--- config.mk ---
export PLATFORM = sky130hd
export DESIGN_NAME = imm_instr_encoder
export DESIGN_NICKNAME = d
export VERILOG_FILES = /design/src/rtl/rv_pkg.sv /design/src/rtl/imm_pack.sv /design/src/rtl/imm_instr_encoder.sv
export SDC_FILE = /design/constraint.sdc
export NUM_CORES = 1
export LEC_CHECK = 0
export ABC_AREA = 1
export BUFFER_PORTS_ARGS = -buffer_cell sky130_fd_sc_hd__clkbuf_2
export CAP_MARGIN = 0
export CORE_UTILIZATION = 32
export CTS_BUF_LIST = sky130_fd_sc_hd__clkbuf_4 sky130_fd_sc_hd__clkbuf_8
export DETAILED_ROUTE_END_ITERATION = 8
export PLACE_DENSITY_LB_ADDON = 0.08
export SLEW_MARGIN = 20
export SYNTH_ARGS = -nofsm -noshare
export SYNTH_HDL_FRONTEND = slang
export SYNTH_SLANG_ARGS = --single-unit
--- constraint.sdc ---
create_clock -name clk -period 3.1 [get_ports clk]
set_clock_uncertainty 0.2 [all_clocks]
set_input_delay 0 -clock clk [delete_from_list [all_inputs] [get_ports clk]]
set_output_delay 0 -clock clk [all_outputs]
set_load 0.01 [all_outputs]
--- src/rtl/rv_pkg.sv ---
// rtl/rv_pkg.sv - shared RISC-V immediate formats, opcodes and encoder state definitions
package rv_pkg;

    // Same encoding as the decoder's ImmSrc so loader and decoder tables line up
    typedef enum logic [1:0] {
        IMM_I = 2'b00,
        IMM_S = 2'b01,
        IMM_B = 2'b10,
        IMM_R = 2'b11
    } imm_src_e;

    typedef enum logic {
        ST_IDLE = 1'b0,
        ST_RUN  = 1'b1
    } enc_state_e;

    localparam logic [6:0] OP_LOAD   = 7'h03;
    localparam logic [6:0] OP_IMM    = 7'h13;
    localparam logic [6:0] OP_STORE  = 7'h23;
    localparam logic [6:0] OP_REG    = 7'h33;
    localparam logic [6:0] OP_BRANCH = 7'h63;
    localparam logic [6:0] OP_JALR   = 7'h67;

    localparam logic [31:0] NOP_WORD = 32'h0000_0013;

    // True when imm[31:msb] are all copies of the sign bit
    function automatic logic sext_fits(input logic [31:0] imm, input int msb);
        logic ok;
        ok = 1'b1;
        for (int i = 0; i < 32; i++) begin
            if (i >= msb && imm[i] != imm[31]) begin
                ok = 1'b0;
            end
        end
        return ok;
    endfunction

endpackage

--- src/rtl/imm_pack.sv ---
// rtl/imm_pack.sv - packs fields and a signed immediate into one I/S/B/R instruction word
module imm_pack
    import rv_pkg::*;
(
    input  imm_src_e    fmt,
    input  logic [6:0]  opcode,
    input  logic [4:0]  rd,
    input  logic [4:0]  rs1,
    input  logic [4:0]  rs2,
    input  logic [2:0]  funct3,
    input  logic [6:0]  funct7,
    input  logic [31:0] imm,
    output logic [31:0] word,
    output logic        range_err
);

    always_comb begin
        word      = '0;
        range_err = 1'b0;
        case (fmt)
            IMM_I: begin
                word      = {imm[11:0], rs1, funct3, rd, opcode};
                range_err = !sext_fits(imm, 11);
            end
            IMM_S: begin
                word      = {imm[11:5], rs2, rs1, funct3, imm[4:0], opcode};
                range_err = !sext_fits(imm, 11);
            end
            IMM_B: begin
                // Branch offsets are halfword aligned, so bit 0 is not encoded
                word      = {imm[12], imm[10:5], rs2, rs1, funct3, imm[4:1], imm[11], opcode};
                range_err = !sext_fits(imm, 12) || imm[0];
            end
            IMM_R: begin
                word      = {funct7, rs2, rs1, funct3, rd, opcode};
                range_err = 1'b0;
            end
            default: begin
                word      = '0;
                range_err = 1'b0;
            end
        endcase
    end

endmodule

--- src/rtl/imm_instr_encoder.sv ---
// rtl/imm_instr_encoder.sv - run/done controlled two-stage encoder writing words to instruction memory
module imm_instr_encoder #(
    parameter int          ADDR_W   = 32,
    parameter int          CNT_W    = 16,
    parameter logic [31:0] NOP_WORD = rv_pkg::NOP_WORD
) (
    input  logic              clk,
    input  logic              reset,
    input  logic              start,
    input  logic [ADDR_W-1:0] base_addr,
    input  logic [CNT_W-1:0]  word_count,
    input  logic              in_valid,
    output logic              in_ready,
    input  logic [1:0]        in_fmt,
    input  logic [6:0]        in_opcode,
    input  logic [4:0]        in_rd,
    input  logic [4:0]        in_rs1,
    input  logic [4:0]        in_rs2,
    input  logic [2:0]        in_funct3,
    input  logic [6:0]        in_funct7,
    input  logic [31:0]       in_imm,
    output logic              mem_we,
    output logic [ADDR_W-1:0] mem_addr,
    output logic [31:0]       mem_wdata,
    output logic              busy,
    output logic              done,
    output logic              err,
    output logic [CNT_W-1:0]  err_index
);
    import rv_pkg::*;

    enc_state_e        state;
    logic [ADDR_W-1:0] base_q;
    logic [CNT_W-1:0]  count_q;
    logic [CNT_W-1:0]  accept_cnt;
    logic [CNT_W-1:0]  write_cnt;

    logic              s1_valid;
    imm_src_e          s1_fmt;
    logic [6:0]        s1_opcode;
    logic [4:0]        s1_rd;
    logic [4:0]        s1_rs1;
    logic [4:0]        s1_rs2;
    logic [2:0]        s1_funct3;
    logic [6:0]        s1_funct7;
    logic [31:0]       s1_imm;

    logic [31:0]       enc_word;
    logic              enc_err;
    logic              xfer;

    assign in_ready = (state == ST_RUN) && (accept_cnt < count_q);
    assign xfer     = in_valid && in_ready;
    assign busy     = (state == ST_RUN);

    imm_pack u_pack (
        .fmt      (s1_fmt),
        .opcode   (s1_opcode),
        .rd       (s1_rd),
        .rs1      (s1_rs1),
        .rs2      (s1_rs2),
        .funct3   (s1_funct3),
        .funct7   (s1_funct7),
        .imm      (s1_imm),
        .word     (enc_word),
        .range_err(enc_err)
    );

    always_ff @(posedge clk) begin
        if (reset) begin
            state      <= ST_IDLE;
            base_q     <= '0;
            count_q    <= '0;
            accept_cnt <= '0;
            write_cnt  <= '0;
            s1_valid   <= 1'b0;
            s1_fmt     <= IMM_I;
            s1_opcode  <= '0;
            s1_rd      <= '0;
            s1_rs1     <= '0;
            s1_rs2     <= '0;
            s1_funct3  <= '0;
            s1_funct7  <= '0;
            s1_imm     <= '0;
            mem_we     <= 1'b0;
            mem_addr   <= '0;
            mem_wdata  <= '0;
            done       <= 1'b0;
            err        <= 1'b0;
            err_index  <= '0;
        end else begin
            mem_we   <= 1'b0;
            done     <= 1'b0;
            s1_valid <= xfer;

            if (xfer) begin
                s1_fmt     <= imm_src_e'(in_fmt);
                s1_opcode  <= in_opcode;
                s1_rd      <= in_rd;
                s1_rs1     <= in_rs1;
                s1_rs2     <= in_rs2;
                s1_funct3  <= in_funct3;
                s1_funct7  <= in_funct7;
                s1_imm     <= in_imm;
                accept_cnt <= accept_cnt + CNT_W'(1);
            end

            if (s1_valid) begin
                mem_we    <= 1'b1;
                mem_addr  <= base_q + (ADDR_W'(write_cnt) << 2);
                mem_wdata <= enc_err ? NOP_WORD : enc_word;
                write_cnt <= write_cnt + CNT_W'(1);
                if (enc_err && !err) begin
                    err       <= 1'b1;
                    err_index <= write_cnt;
                end
            end

            case (state)
                ST_IDLE: begin
                    if (start) begin
                        err       <= 1'b0;
                        err_index <= '0;
                        if (word_count != '0) begin
                            state      <= ST_RUN;
                            base_q     <= {base_addr[ADDR_W-1:2], 2'b00};
                            count_q    <= word_count;
                            accept_cnt <= '0;
                            write_cnt  <= '0;
                        end else begin
                            done <= 1'b1;
                        end
                    end
                end
                ST_RUN: begin
                    // Leave once the final word has left stage 2
                    if (write_cnt == count_q && !s1_valid) begin
                        state <= ST_IDLE;
                        done  <= 1'b1;
                    end
                end
                default: state <= ST_IDLE;
            endcase
        end
    end

endmodule
==> flow_summary.ini <==
[synth]
synth_cells = 1702
synth-main-ff-cell = dfxtp_1
ys_warn_count = 0
synth.avg_cell_area_um2 = 6.68
yosysSeqAreaShare = 0.400
synth-edff-count = 0
synthArstFlopShare = 0
syn-cell-area_um2 = 11400
synth_seq_cells = 227
ys_types = 46

[pwr]
switchingPower_mw = 1.94
p_leak_nw = 7.58
vdd_drop_max_v = 0.000248
fin_total_pwr_mw = 7.23
power.internal_mw = 5.29
combPwrFrac = 0.138
powerDensity_nw_per_um2 = 464
switching_share = 0.268
seqPwrFrac = 0.434
p_clk_frac = 0.428

[outcome]
status = completed

[grt]
grt_pass1_wl_mm = 58.1
grtUsageTotal = 0.199
grt_pass1_vias = 11300
grt_overflow = 0
antenna_found_initial = 1
grt_max_degree = 108

[layout]
areaGrowthSynthToFinish_pct = 36.8
fill_cells = 3713
fin_nets = 2228
drive_gt1_frac = 0.156
final_core_util = 0.447

[critical_path]
crit_start = word_count[13]
worstSetupEndpointType = register
worstPathCellList = dlygate4sd3_1 -> clkbuf_2 -> nor2_1 -> nand2_1 -> nor3_2 -> nand4_4 -> nand2_4 -> o21ai_0 -> dlygate4sd3_1 -> a21oi_1 -> dlygate4sd3_1
crit_slowest_cell = dlygate4sd3_1
worst_ep_required_time_ns = 3.38
arrival_ns = 3.14
crit_top_cell = dlygate4sd3_1
start_kind = primary input
path_class = primary input to register
max_stage_delay_ns = 0.59
r2r_start = count_q[11]
worstPathMaxFanout = 26
reg2reg_depth = 11

[sta]
fmax_mhz = 350
hold_ws_ns = 0.0268
setup_tns_ns = 0
min_period_over_period = 0.921
worst_pin_slew_ns = 0.695
finalCriticalPeriod_ns = 2.86
rsz0062_at_grt = no
hold_viol = 0
finalSetupViolations = 0
slew_viol_final = 0
max_slew_margin = 0.537

[routing]
firstDrtPassIters = 5
final_antenna_net_count = 0
first_iter_violations = 540
vias_per_cell = 4.51
num_vias = 11600
totalWireLength_mm = 36.0
drc = 0
wl_per_cell_um = 14.0

[clock_tree]
numClockSinks = 227
clkLatencyLatePin_ns = 0.55
cts_resized = 0
numCtsBuffers = 43
clock_path_buffers = 3
cts_tree = done
cts_htree_levels = 2
path_clk_slew_ns = 0.06
root_buffer = clkbuf_8

[place]
hpwl_mm = 24.4
gp_congestion = 0.929
portBuffers = 198

[floorplanning]
die_h_um = 191
boundaryPins = 203
core_area_um2 = 34800
initial_core_util = 0.327
die_w_um = 191
fp-row-count = 68
die-area_um2 = 36300

[hold_path]
hold_depth = 4
min_path_type = primary input to register
min_from = in_rs2[2]

[job]
drv_cap = 0
[stage by stage]
| stage | area (µm²) | setup WS, ns | std cells |
|---|---|---|---|
| 2_1_floorplan | 11400 | 0.867 | 1703 |
| 3_3_place_gp | 12800 | 0.458 | 2299 |
| 3_5_place_dp | 12800 | 0.455 | 2299 |
| 4_1_cts | 15500 | 0.0394 | 2558 |
| 5_1_grt | 15600 | 0.0403 | 2564 |
| 6_report | 15600 | 0.244 | 2564 |
[registers in the layout (all words and copies together) (netlist names), 2 cells and up]
register    flops
mem_wdata      32
s1_imm         32
base_q         30
mem_addr       30
accept_cnt     16
count_q        16
err_index      16
write_cnt      16
s1_funct7       7
s1_opcode       7
s1_rd           5
s1_rs1          5
s1_rs2          5
s1_funct3       3
s1_fmt          2
[worst paths after layout]
kind | end | slack [ns]
worst max-delay path | count_q[9] | 0.24
worst min-delay path | s1_rs2[2] | 0.03
worst max register to register | s1_imm[13] | 0.26
worst min register to register | mem_wdata[19] | 0.27
[metal layers]
layer / share of wire / routed length (µm) / vias up / global-route usage
li1: - / - / 6117 / -
met1: 0.46 / 16700 / 5145 / 0.254
met2: 0.46 / 16700 / 251 / 0.338
met3: 0.046 / 1640 / 61 / 0.0342
met4: 0.026 / 929 / 0 / 0.0658
met5: 0 / 0 / - / 0
[placed cells by master, fill, tap and decap left out, types with 2 or more instances in the layout]
master,instances
o22ai_1,3
nor2_1,287
nor2_2,2
nand4_4,2
o21ai_0,87
buf_12,4
o211ai_1,3
inv_2,4
o21a_1,2
dfxtp_1,226
nand3_1,113
a21oi_1,92
buf_4,20
conb_1,2
nand2_1,418
o21ai_1,10
clkbuf_2,198
inv_1,206
o2111ai_1,2
nand4_1,26
a21boi_0,2
nand3b_1,4
nor3_1,31
clkbuf_4,16
a21oi_2,10
ha_1,33
xor2_1,27
clkinv_2,4
a31oi_1,4
nand2_2,3
o21bai_1,4
clkbuf_8,55
dlygate4sd3_1,182
nor4_4,2
xnor2_1,9
[power by group through the flow]
| stage | Sequential [mW] | Combinational, mW | Clock [mW] |
|---|---|---|---|
| 2_1_floorplan | 3.19 | 0.517 | 0 |
| 3_3_place_gp | 3.20 | 0.800 | 0 |
| 3_5_place_dp | 3.20 | 0.803 | 0 |
| 4_1_cts | 3.14 | 0.999 | 3.21 |
| 5_1_grt | 3.16 | 1.13 | 3.33 |
| 6_report | 3.14 | 0.997 | 3.09 |
[critical path, delay by kind of cell]
family	cells	cell delay (ns)
buf+inv	4	1.86
simple gates	5	1.03
compound gates	2	0.25
[final cells by class]
class | count | area [µm²] | area share
antenna | 1 | 2.50 | 0.000161
sequential | 227 | 4550 | 0.292
clock inverter | 6 | 36.3 | 0.00233
multi-input combinational | 1189 | 5690 | 0.366
inverter | 211 | 795 | 0.0511
clock buffer | 71 | 877 | 0.0564
tap | 455 | 569 | 0.0366
timing repair buffer | 404 | 3040 | 0.196
[kinds of logic (layout without fill, tap and decap cells)]
logic type	after synthesis	in the layout	share of synthesized area
AND/OR/NAND/NOR	895	895	0.328
buffers and inverters	287	692	0.101
flip-flops	227	227	0.400
AO/OA/AOI/OAI	222	222	0.106
XOR/XNOR	36	36	0.0277
adder cells (fa/ha/maj)	34	34	0.0381
other	1	3	0.000330
[cells in the mapped netlist (all sizes together), types with 2 or more instances]
cell,n,share of area
nand2,422,0.14
nor2,289,0.096
dfxtp,227,0.40
inv,211,0.070
nand3,113,0.050
a21oi,102,0.048
o21ai,97,0.043
buf,39,0.019
clkbuf,37,0.012
ha,33,0.036
nor3,32,0.015
nand4,28,0.017
xor2,27,0.021
xnor2,9,0.0069
a31oi,4,0.0022
nand3b,4,0.0026
o21bai,4,0.0026
nor4,3,0.0048
o211ai,3,0.0020
o22ai,3,0.0017
a21boi,2,0.0013
o2111ai,2,0.0015
o21a,2,0.0013
or2,2,0.0011
[repair_timing]
action	4_1_cts	5_1_grt
hold endpoints to repair	146	0
buffers inserted	0	5
hold buffers	182	0
setup endpoints to repair	0	4
(Power assumes the default switching activity.)
